## config.mk

```make
export PLATFORM = sky130hd
export DESIGN_NAME = decode_execute
export DESIGN_NICKNAME = d
export VERILOG_FILES = /design/src/rtl/td4_pkg.sv /design/src/rtl/in_sync.sv /design/src/rtl/decode_execute.sv
export SDC_FILE = /design/constraint.sdc
export NUM_CORES = 1
export LEC_CHECK = 0
export CORE_MARGIN = 4
export CORE_UTILIZATION = 44
export CTS_CLUSTER_SIZE = 40
export DETAILED_ROUTE_END_ITERATION = 10
export PLACE_DENSITY = 0.83
export SYNTH_ARGS = -nofsm -noshare
export SYNTH_HDL_FRONTEND = slang
export SYNTH_SLANG_ARGS = --single-unit
```

## constraint.sdc

```tcl
create_clock -name CLK -period 6.4 [get_ports CLK]
set_clock_uncertainty 0.2 [all_clocks]
set_input_delay 0.64 -clock CLK [delete_from_list [all_inputs] [get_ports CLK]]
set_output_delay 0.64 -clock CLK [all_outputs]
set_load 0.02 [all_outputs]
```

## src/rtl/td4_pkg.sv

```systemverilog
// Shared TD4 definitions: opcode encodings, active-low register load enables
// and the adder source selection used by the decoder.
package td4_pkg;

    typedef enum logic [3:0] {
        OP_ADD_A    = 4'b0000,
        OP_MOV_A_B  = 4'b0001,
        OP_IN_A     = 4'b0010,
        OP_MOV_A_IM = 4'b0011,
        OP_MOV_B_A  = 4'b0100,
        OP_ADD_B    = 4'b0101,
        OP_IN_B     = 4'b0110,
        OP_MOV_B_IM = 4'b0111,
        OP_OUT_B    = 4'b1001,
        OP_OUT_IM   = 4'b1011,
        OP_JNC      = 4'b1110,
        OP_JMP      = 4'b1111
    } opcode_e;

    typedef enum logic [1:0] {
        SRC_ZERO = 2'd0,
        SRC_A    = 2'd1,
        SRC_B    = 2'd2,
        SRC_IN   = 2'd3
    } src_sel_e;

    // Active-low one-hot: bit0 A, bit1 B, bit2 OUT, bit3 PC
    localparam logic [3:0] LOAD_A    = 4'b1110;
    localparam logic [3:0] LOAD_B    = 4'b1101;
    localparam logic [3:0] LOAD_OUT  = 4'b1011;
    localparam logic [3:0] LOAD_PC   = 4'b0111;
    localparam logic [3:0] LOAD_NONE = 4'b1111;

endpackage

```

## src/rtl/in_sync.sv

```systemverilog
// Multi-flop synchronizer bringing the asynchronous input switches into the
// CLK domain; output is the last stage of the chain.
module in_sync #(
    parameter int DEPTH = 2,
    parameter int WIDTH = 4
) (
    input  logic             clk_i,
    input  logic             rst_i,
    input  logic [WIDTH-1:0] data_i,
    output logic [WIDTH-1:0] data_o
);

    logic [WIDTH-1:0] sync_q [DEPTH];

    // Shift chain, cleared asynchronously on reset
    always_ff @(posedge clk_i or posedge rst_i) begin
        if (rst_i) begin
            for (int i = 0; i < DEPTH; i++) begin
                sync_q[i] <= '0;
            end
        end else begin
            sync_q[0] <= data_i;
            for (int i = 1; i < DEPTH; i++) begin
                sync_q[i] <= sync_q[i-1];
            end
        end
    end

    assign data_o = sync_q[DEPTH-1];

endmodule

```

## src/rtl/decode_execute.sv

```systemverilog
// TD4 decode/execute stage: decodes INSTR, adds the selected source to the
// immediate, drives register load enables and keeps carry/halt/retire state.
module decode_execute
    import td4_pkg::*;
#(
    parameter int SYNC_STAGES = 2
) (
    input  logic       CLK,
    input  logic       RST,
    input  logic [7:0] INSTR,
    input  logic [3:0] ADDRESS,
    input  logic [3:0] REG_A,
    input  logic [3:0] REG_B,
    input  logic [3:0] IN_PORT,
    output logic [3:0] LOAD,
    output logic [3:0] IN_DATA,
    output logic       CARRY,
    output logic       HALTED,
    output logic [7:0] RETIRED
);

    opcode_e    op_s;
    logic [3:0] im_s;
    logic [3:0] in_sync_s;
    src_sel_e   src_sel_s;
    logic [3:0] src_s;
    logic [3:0] load_s;
    logic       defined_s;
    logic [4:0] sum_s;
    logic       pc_load_s;

    logic       carry_q,   carry_d;
    logic       halted_q,  halted_d;
    logic [7:0] retired_q, retired_d;

    assign op_s = opcode_e'(INSTR[7:4]);
    assign im_s = INSTR[3:0];

    in_sync #(
        .DEPTH (SYNC_STAGES),
        .WIDTH (4)
    ) u_in_sync (
        .clk_i  (CLK),
        .rst_i  (RST),
        .data_i (IN_PORT),
        .data_o (in_sync_s)
    );

    // Opcode decode: adder source and destination enable
    always_comb begin
        src_sel_s = SRC_ZERO;
        load_s    = LOAD_NONE;
        defined_s = 1'b1;
        case (op_s)
            OP_ADD_A:    begin src_sel_s = SRC_A;  load_s = LOAD_A;   end
            OP_ADD_B:    begin src_sel_s = SRC_B;  load_s = LOAD_B;   end
            OP_MOV_A_IM: begin                     load_s = LOAD_A;   end
            OP_MOV_B_IM: begin                     load_s = LOAD_B;   end
            OP_MOV_A_B:  begin src_sel_s = SRC_B;  load_s = LOAD_A;   end
            OP_MOV_B_A:  begin src_sel_s = SRC_A;  load_s = LOAD_B;   end
            OP_IN_A:     begin src_sel_s = SRC_IN; load_s = LOAD_A;   end
            OP_IN_B:     begin src_sel_s = SRC_IN; load_s = LOAD_B;   end
            OP_OUT_B:    begin src_sel_s = SRC_B;  load_s = LOAD_OUT; end
            OP_OUT_IM:   begin                     load_s = LOAD_OUT; end
            OP_JMP:      begin                     load_s = LOAD_PC;  end
            OP_JNC:      begin load_s = carry_q ? LOAD_NONE : LOAD_PC; end
            default:     begin defined_s = 1'b0; end
        endcase
    end

    // Adder source multiplexer
    always_comb begin
        src_s = 4'h0;
        case (src_sel_s)
            SRC_A:   src_s = REG_A;
            SRC_B:   src_s = REG_B;
            SRC_IN:  src_s = in_sync_s;
            default: src_s = 4'h0;
        endcase
    end

    assign sum_s     = {1'b0, src_s} + {1'b0, im_s};
    assign pc_load_s = (load_s == LOAD_PC);

    // Next-state for flags; undefined opcodes leave carry untouched
    always_comb begin
        carry_d   = defined_s ? sum_s[4] : carry_q;
        halted_d  = halted_q | (pc_load_s && (im_s == ADDRESS));
        retired_d = (retired_q == 8'hFF) ? retired_q : retired_q + 8'd1;
    end

    // Flag and retire-count registers
    always_ff @(posedge CLK or posedge RST) begin
        if (RST) begin
            carry_q   <= 1'b0;
            halted_q  <= 1'b0;
            retired_q <= 8'd0;
        end else begin
            carry_q   <= carry_d;
            halted_q  <= halted_d;
            retired_q <= retired_d;
        end
    end

    // Reset masks the combinational write path so no register loads during reset
    assign LOAD    = RST ? LOAD_NONE : load_s;
    assign IN_DATA = RST ? 4'h0 : sum_s[3:0];
    assign CARRY   = carry_q;
    assign HALTED  = halted_q;
    assign RETIRED = retired_q;

endmodule

```

==> metrics.cfg, run 1 <==
[clock_network]
cts_resized = 0
clk_latency_ns = 0.29
hold_buffers = 0
root_buffer = clkbuf_4
h-tree-depth = 1
cts_setup_buffers = 0
cts_tree = built
clockBufferDepth = 2
clk_pin_slew_worst_paths_ns = 0.09
clock_sinks = 18
numCtsBuffers = 3

[synth]
ys_async_sr_fraction = 1.00
synth_most_common_cell = dfrtp_1
synth_top_cell_by_area = dfrtp_1
synth.avg_cell_area_um2 = 10.9
synth_top_flop_cell = dfrtp_1
synth-edff-count = 0
synth_warnings = 0
synth_common_cells = dfrtp_1, nor2_1, nand3_1
synth_cell_type_count = 34
syn_area_mm2 = 0.00101
synthCells = 92
synth_area_leaders = dfrtp_1, ha_1, mux2i_1
syn_nets = 124
ys_seq_area_frac = 0.448
synth-seq-cells = 18
synth_top_cell_area_share = 0.448

[die]
rows = 17
ios = 44
coreArea_mm2 = 0.00219
die_w_um = 55.8
die_area_mm2 = 0.00312
die_h_um = 55.8
start_util = 0.459

[sta]
layout_setup_ws_ns = 2.12
max_freq_mhz = 234
max_slew_margin = 0.553
tightestPinTransition_ns = 0.671
final_hold_viol_count = 0
min_period_over_period = 0.668
maxSlewViolCount = 0
period_needed_ns = 4.28
setup_viol = 0
rsz0062_at_grt = no
tns_ns = 0

[placed_design]
hpwlAfterDp_mm = 1.86
place.gp.congestion = 0.792
dp_cells = 161
io_buffer_count = 43
placed_area_mm2 = 0.00146
place_ws_ns = 2.14

[global_route]
grt_max_degree = 20
grt_overflow = 0
grt_pass1_wl_mm = 4.27
antenna_found_initial = 0
grt_pass1_vias = 891
track_usage = 0.170

[flow_run]
drv_cap = 0

[critical_path]
end_kind = output port
cp_max_fo = 7
crit_required_ns = 5.56
crit_path_start_kind = input pin
arrival_ns = 3.44
crit_type = input pin to output port

[power_and_ir_drop]
peakVddDrop_v = 0.000137
p_per_area_mw_per_mm2 = 169
pwr-share-comb = 0.257
intPower_mw = 0.190
total_power_mw = 0.253
p_seq_frac = 0.478
switching_share = 0.250
leakagePower_nw = 0.655
pwr-share-clk = 0.265
p_switching_mw = 0.0634

[finish]
multi_input_area_um2 = 536
area_growth_pct = 49.0
nFillCells = 181
finish.instance_area_mm2 = 0.00150
n_antenna_cell = 0
drive_gt1_frac = 0.0949
fin_nets = 170
layout.cells.non_filler = 165
regArea_um2 = 450

[hold_path]
hold_class = flip-flop to flip-flop

[detailed_routing]
wl_per_cell_um = 14.8
antenna_left = 0
drt-initial-drc-count = 18
vias_per_cell = 5.37
routed_wl_mm = 2.44
via_count = 886
drt-pass1-iter-count = 4
drc_errors = 0

[run_status]
status = complete, no violations

[power groups by stage]
stage | Sequential, mW | Combinational, mW | Clock, mW
after detailed placement | 0.123 | 0.0653 | 0
after global placement | 0.123 | 0.0640 | 0
final | 0.121 | 0.0651 | 0.0670
after CTS | 0.121 | 0.0657 | 0.0696
after global routing | 0.122 | 0.0710 | 0.0763
after floorplan | 0.127 | 0.0276 | 0
[sequential cells by signal, indices dropped and copies added (netlist names)]
name and count:
RETIRED 8, u_in_sync.data_o 4, u_in_sync.sync_q 4, CARRY 1, HALTED 1
[critical path, stage by stage]
cell	delay, ns
clkdlybuf4s50_1	0.56
a211oi_1	0.50
o2bb2ai_1	0.23
ha_1	0.28
a21o_1	0.15
a21oi_1	0.17
mux2_2	0.36
clkdlybuf4s50_1	0.54
[stage by stage]
step / hold slack [ns] / util
floorplan: 0.131 / -
global placement: 0.132 / 0.668
detailed placement: 0.135 / 0.668
CTS: 0.163 / 0.684
global route: 0.178 / 0.684
finish: 0.159 / 0.684
[cells in the final DEF, fill, tap and decap left out, types with 2 or more instances in the layout]
master	netlist	layout
nand2_1	2	2
a21oi_1	5	5
nor2b_1	4	4
o21ai_0	2	2
a31oi_1	3	3
mux2_2	2	2
mux2i_1	5	5
clkbuf_4	0	3
o2bb2ai_1	4	4
clkdlybuf4s50_1	0	43
dfrtp_1	18	18
inv_1	3	3
nand3_1	6	6
xor2_1	2	2
ha_1	5	5
nor2_1	7	7
xnor2_1	4	4
a21o_1	2	2
[metal layers]
layer	vias up	part of all wire	global-route usage
met5	-	0	0
met4	0	0.015	0.0712
met3	4	0.082	0.0487
met2	39	0.48	0.275
met1	416	0.42	0.211
li1	427	-	-
[final timing paths]
path | end | start | cells after the start | slack, ns
max reg2reg | CARRY | u_in_sync.data_o[0] | 7 | 4.32
min | u_in_sync.data_o[0] | u_in_sync.sync_q[4] | 0 | 0.16
max | IN_DATA[3] | INSTR[5] | 8 | 2.12
min in group asynchronous | CARRY | RST | 2 | 0.77
min reg2reg | u_in_sync.data_o[0] | u_in_sync.sync_q[4] | 0 | 0.16
max in group asynchronous | u_in_sync.data_o[0] | RST | 2 | 4.80
[cell type report]
class                      count  share of cell area
timing repair buffer          43               0.287
tap                           28              0.0234
inverter                       3             0.00751
clock buffer                   4              0.0242
sequential                    18               0.301
multi-input combinational     69               0.357
[cells by family after synthesis]
logic type	Yosys count	share of synthesized area
simple gates	28	0.162
compound gates	20	0.138
flops	18	0.448
mux	9	0.0983
xor+xnor	6	0.0522
fa+ha+maj	6	0.0821
buf+inv	5	0.0199
(Power assumes the default switching activity.)
==> inputs of run 2 (changes only) <==
- CORE_UTILIZATION: 44 -> 37
- PLACE_DENSITY: 0.83 -> 0.75
- clock period: 6.4 -> 3.5 ns (I/O delays scaled with it)
==> metrics.cfg, run 2 (synthesis gave the netlist of run 1 again) <==
[run_status]
status = complete, no violations

[clock_network]
clk_latency_ns = 0.28
cts_setup_buffers = 0
clk_pin_slew_worst_paths_ns = 0.09
clockBufferDepth = 2
root_buffer = clkbuf_4
hold_buffers = 0
h-tree-depth = 1
cts_tree = built
clock_sinks = 18
numCtsBuffers = 3

[sta]
maxSlewViolCount = 0
tns_ns = 0
final_hold_viol_count = 0
setup_viol = 0
rsz0062_at_grt = no
hold_slack_ns = 0.156
max_freq_mhz = 298
period_needed_ns = 3.36
tightestPinTransition_ns = 0.307
min_period_over_period = 0.959
max_slew_margin = 0.795
layout_setup_ws_ns = 0.143

[flow_run]
drv_cap = 0

[finish]
final_cell_mix = clkdlybuf4s50_1, dfrtp_1, nor2_1
utilization = 0.610
n_antenna_cell = 0
final_common_cell = clkdlybuf4s50_1
fin_nets = 176
area_growth_pct = 54.2
drive_gt1_frac = 0.133
largest_reg_flops = 8
finish.instance_area_mm2 = 0.00155
layout.cells.non_filler = 173

[hold_path]
hold_class = flip-flop to flip-flop

[critical_path]
crit_path_start_kind = input pin
cp_max_fo = 5
arrival_ns = 2.81
slowest_delay_ns = 0.61
crit_chain = clkdlybuf4s50_1 -> a211oi_1 -> buf_4 -> o2bb2ai_1 -> ha_1 -> fa_1 -> xnor2_1 -> nor2_1 -> clkdlybuf4s50_1
rrSetupSlack_ns = 1.45
crit_type = input pin to output port
end_kind = output port
crit_required_ns = 2.95
crit_path_frequent_cell = clkdlybuf4s50_1
cpMaxStageDelayCell = clkdlybuf4s50_1

[detailed_routing]
vias_per_cell = 5.23
wl_per_cell_um = 14.6
drt-initial-drc-count = 49
drc_errors = 0
drt-pass1-iter-count = 4
routed_wl_mm = 2.52
via_count = 905
antenna_left = 0

[die]
die_w_um = 60.1
coreArea_mm2 = 0.00254
ios = 44
start_util = 0.395
die_h_um = 60.1
rows = 18
die_area_mm2 = 0.00362

[power_and_ir_drop]
peakVddDrop_v = 0.000226
total_power_mw = 0.468
p_per_area_mw_per_mm2 = 302
leakagePower_nw = 0.712

[placed_design]
place_ws_ns = 0.0718
dp_cells = 169
placed_area_mm2 = 0.00151
hpwlAfterDp_mm = 2.01
place.gp.congestion = 0.890
io_buffer_count = 43

[global_route]
track_usage = 0.159
antenna_found_initial = 0
grt_max_degree = 19
grt_pass1_vias = 939
grt_pass1_wl_mm = 4.31
grt_overflow = 0

[run 2: worst paths after layout]
kind | start | endpoint | depth (start not counted)
worst max-delay path | INSTR[5] | IN_DATA[2] | 9
worst min-delay path | u_in_sync.sync_q[4] | u_in_sync.data_o[0] | 0
worst max register to register | u_in_sync.data_o[0] | CARRY | 7
worst min register to register | u_in_sync.sync_q[4] | u_in_sync.data_o[0] | 0
max in group asynchronous | RST | u_in_sync.data_o[1] | 3
min in group asynchronous | RST | RETIRED[5] | 3
[run 2: layout make-up]
cell class,instances,area (um^2)
fillers,220,993
multi-input cells,69,536
repair buffers,49,480
flip-flops and latches,18,450
well taps,30,37.5
clock buffers,4,36.3
inverters,3,11.3
[run 2: timing repair]
action | in CTS | in global routing
endpoints found under the hold margin | 0 | 0
resized for setup | 0 | 2
endpoints found under the setup margin | 0 | 2
[run 2: where the power goes]
group          internal (mW)  leakage [nW]  switching, mW
logic                 0.0708         0.475         0.0539
registers              0.217         0.216        0.00399
clock network         0.0633        0.0210         0.0585
[run 2: worst max-delay path: cells and delay by family]
kind / cells / cell delay (ns)
xor gates and xnor gates: 1 / 0.14
adders and majority gates: 2 / 0.63
and+or+nand+nor: 1 / 0.08
AOI/OAI and AO/OA: 2 / 0.24
buffers and inverters: 3 / 1.38
[run 2: metal layers]
metal,vias to the layer above,wire length [um],share of wire,track usage
li1,438,-,-,-
met1,421,1040,0.41,0.196
met2,44,1190,0.47,0.273
met3,2,268,0.11,0.0367
met4,0,20,0.0079,0.0475
met5,-,0,0,0
==> inputs of run 3 (changes only) <==
- CORE_UTILIZATION: 37 -> 38
- CTS_CLUSTER_DIAMETER: default -> 200
- PLACE_DENSITY: 0.75 -> 0.76
- SYNTH_HIERARCHICAL: default -> 1
==> metrics.cfg, run 3 <==
[run_status]
status = complete, no violations

[finish]
area_growth_pct = 48.6
fin_nets = 174
n_antenna_cell = 0
largest_reg_flops = 8
final_common_cell = clkdlybuf4s50_1
layout.cells.non_filler = 171
final_cell_mix = clkdlybuf4s50_1, dfrtp_1, nand3_1
utilization = 0.609
drive_gt1_frac = 0.142

[die]
die_h_um = 60.4
start_util = 0.410
ios = 44
die_w_um = 60.4
rows = 18
die_area_mm2 = 0.00364
coreArea_mm2 = 0.00254

[sta]
max_freq_mhz = 303
setup_viol = 0
rsz0062_at_grt = no
hold_slack_ns = 0.160
min_period_over_period = 0.943
tightestPinTransition_ns = 0.414
maxSlewViolCount = 0
max_slew_margin = 0.724
tns_ns = 0
period_needed_ns = 3.30
final_hold_viol_count = 0

[synth]
ys_async_sr_fraction = 1.00
syn_area_mm2 = 0.00104
synth_warnings = 6
synth_most_common_cell = dfrtp_1
synth-edff-count = 0
syn_nets = 128
synth_top_flop_cell = dfrtp_1
synth.avg_cell_area_um2 = 10.9
ys_seq_area_frac = 0.432
synth_area_leaders = dfrtp_1, ha_1, mux2i_1
synth-seq-cells = 18
synth_top_cell_by_area = dfrtp_1
synth_cell_type_count = 31
synthCells = 96
synth_common_cells = dfrtp_1, nand3_1, nor2_1
synth_top_cell_area_share = 0.432

[detailed_routing]
wl_per_cell_um = 14.5
vias_per_cell = 5.05
drt-initial-drc-count = 41
drt-pass1-iter-count = 5
via_count = 864
drc_errors = 0
routed_wl_mm = 2.47
antenna_left = 0

[placed_design]
io_buffer_count = 43
hpwlAfterDp_mm = 1.92
place.gp.congestion = 0.883
dp_cells = 167

[critical_path]
arrival_ns = 2.75
slowest_delay_ns = 0.55
crit_type = input pin to output port
crit_required_ns = 2.95
cp_max_fo = 4
cpMaxStageDelayCell = clkdlybuf4s50_1
crit_path_frequent_cell = clkdlybuf4s50_1
crit_path_start_kind = input pin
end_kind = output port
rrSetupSlack_ns = 1.43
crit_chain = clkdlybuf4s50_1 -> inv_1 -> a211oi_2 -> buf_4 -> o2bb2ai_1 -> ha_1 -> fa_1 -> nor2b_1 -> clkdlybuf4s50_1
path_buf_inv = 4
cp.depth = 9
cpLargestDelayFamily = buffers and inverters
reg2regPathDepth = 7

[hold_path]
hold-path-cell-count = 0
hold_class = flip-flop to flip-flop

[global_route]
track_usage = 0.147
grt_overflow = 0
antenna_found_initial = 0
grt_pass1_wl_mm = 4.08
grt_max_degree = 12
grt_pass1_vias = 903

[power_and_ir_drop]
p_per_area_mw_per_mm2 = 303
total_power_mw = 0.470
leakagePower_nw = 0.724
peakVddDrop_v = 0.000230

[clock_network]
hold_buffers = 0
h-tree-depth = 1
clk_pin_slew_worst_paths_ns = 0.10
cts_setup_buffers = 0
clk_latency_ns = 0.28
cts_tree = built
clockBufferDepth = 2
numCtsBuffers = 3
clock_sinks = 18
root_buffer = clkbuf_4

[flow_run]
drv_cap = 0

==> run 3: cell count changes after synthesis, moves of 2 or more <==
cell / before / now
nand2_1: 2 / 5
buf_4: 0 / 4
xor2_1: 2 / 4
o21ai_0: 2 / 0
==> run 3: final cells by class <==
type	instances	area, um^2
clock buffer	4	36.3
multi-input combinational	68	544
timing repair buffer	47	465
tap	30	37.5
sequential	18	450
fill	229	996
inverter	4	15.0
==> run 3: worst paths after layout <==
check,to,from
min in group asynchronous,u_in_sync/sync_q[6],RST
max in group asynchronous,CARRY,RST
worst max-delay path,IN_DATA[1],INSTR[4]
worst min register to register,u_in_sync/data_o[0],u_in_sync/sync_q[4]
worst max register to register,CARRY,u_in_sync/data_o[0]
worst min-delay path,u_in_sync/data_o[0],u_in_sync/sync_q[4]
==> run 3: stage by stage <==
| stage | setup WS [ns] | area, um^2 |
|---|---|---|
| final | 0.199 | 1550 |
| after global routing | 0.0792 | 1550 |
| after CTS | 0.0601 | 1540 |
| after detailed placement | 0.0767 | 1500 |
| after global placement | 0.115 | 1500 |
| after floorplan | 1.02 | 1040 |
==> run 3: cells by family (layout without fill, tap and decap cells) <==
| family | count (synthesis) | count (layout) | synth area share |
|---|---|---|---|
| XOR/XNOR | 7 | 7 | 0.0588 |
| AND/OR/NAND/NOR | 31 | 31 | 0.170 |
| buffers and inverters | 10 | 55 | 0.0516 |
| multiplexers | 9 | 9 | 0.0984 |
| AO/OA/AOI/OAI | 15 | 15 | 0.109 |
| flip-flops | 18 | 18 | 0.432 |
| adder cells (fa/ha/maj) | 6 | 6 | 0.0792 |
==> run 3: report_power, final <==
group	total, mW	internal [mW]	switching [mW]
sequential	0.221	0.217	0.00412
combinational	0.124	0.0699	0.0543
clock	0.124	0.0633	0.0610
==> run 3: layer usage <==
| metal | part of all wire | track usage | routed length [um] |
|---|---|---|---|
| met1 | 0.42 | 0.186 | 1030 |
| met2 | 0.45 | 0.241 | 1120 |
| met3 | 0.12 | 0.0383 | 286 |
| met4 | 0.015 | 0.0570 | 37 |
| met5 | 0 | 0 | 0 |
==> run 3: what timing repair did <==
item | 4_1_cts | 5_1_grt
resized for setup | 0 | 3
endpoints found under the setup margin | 0 | 1
hold endpoints to repair | 0 | 0
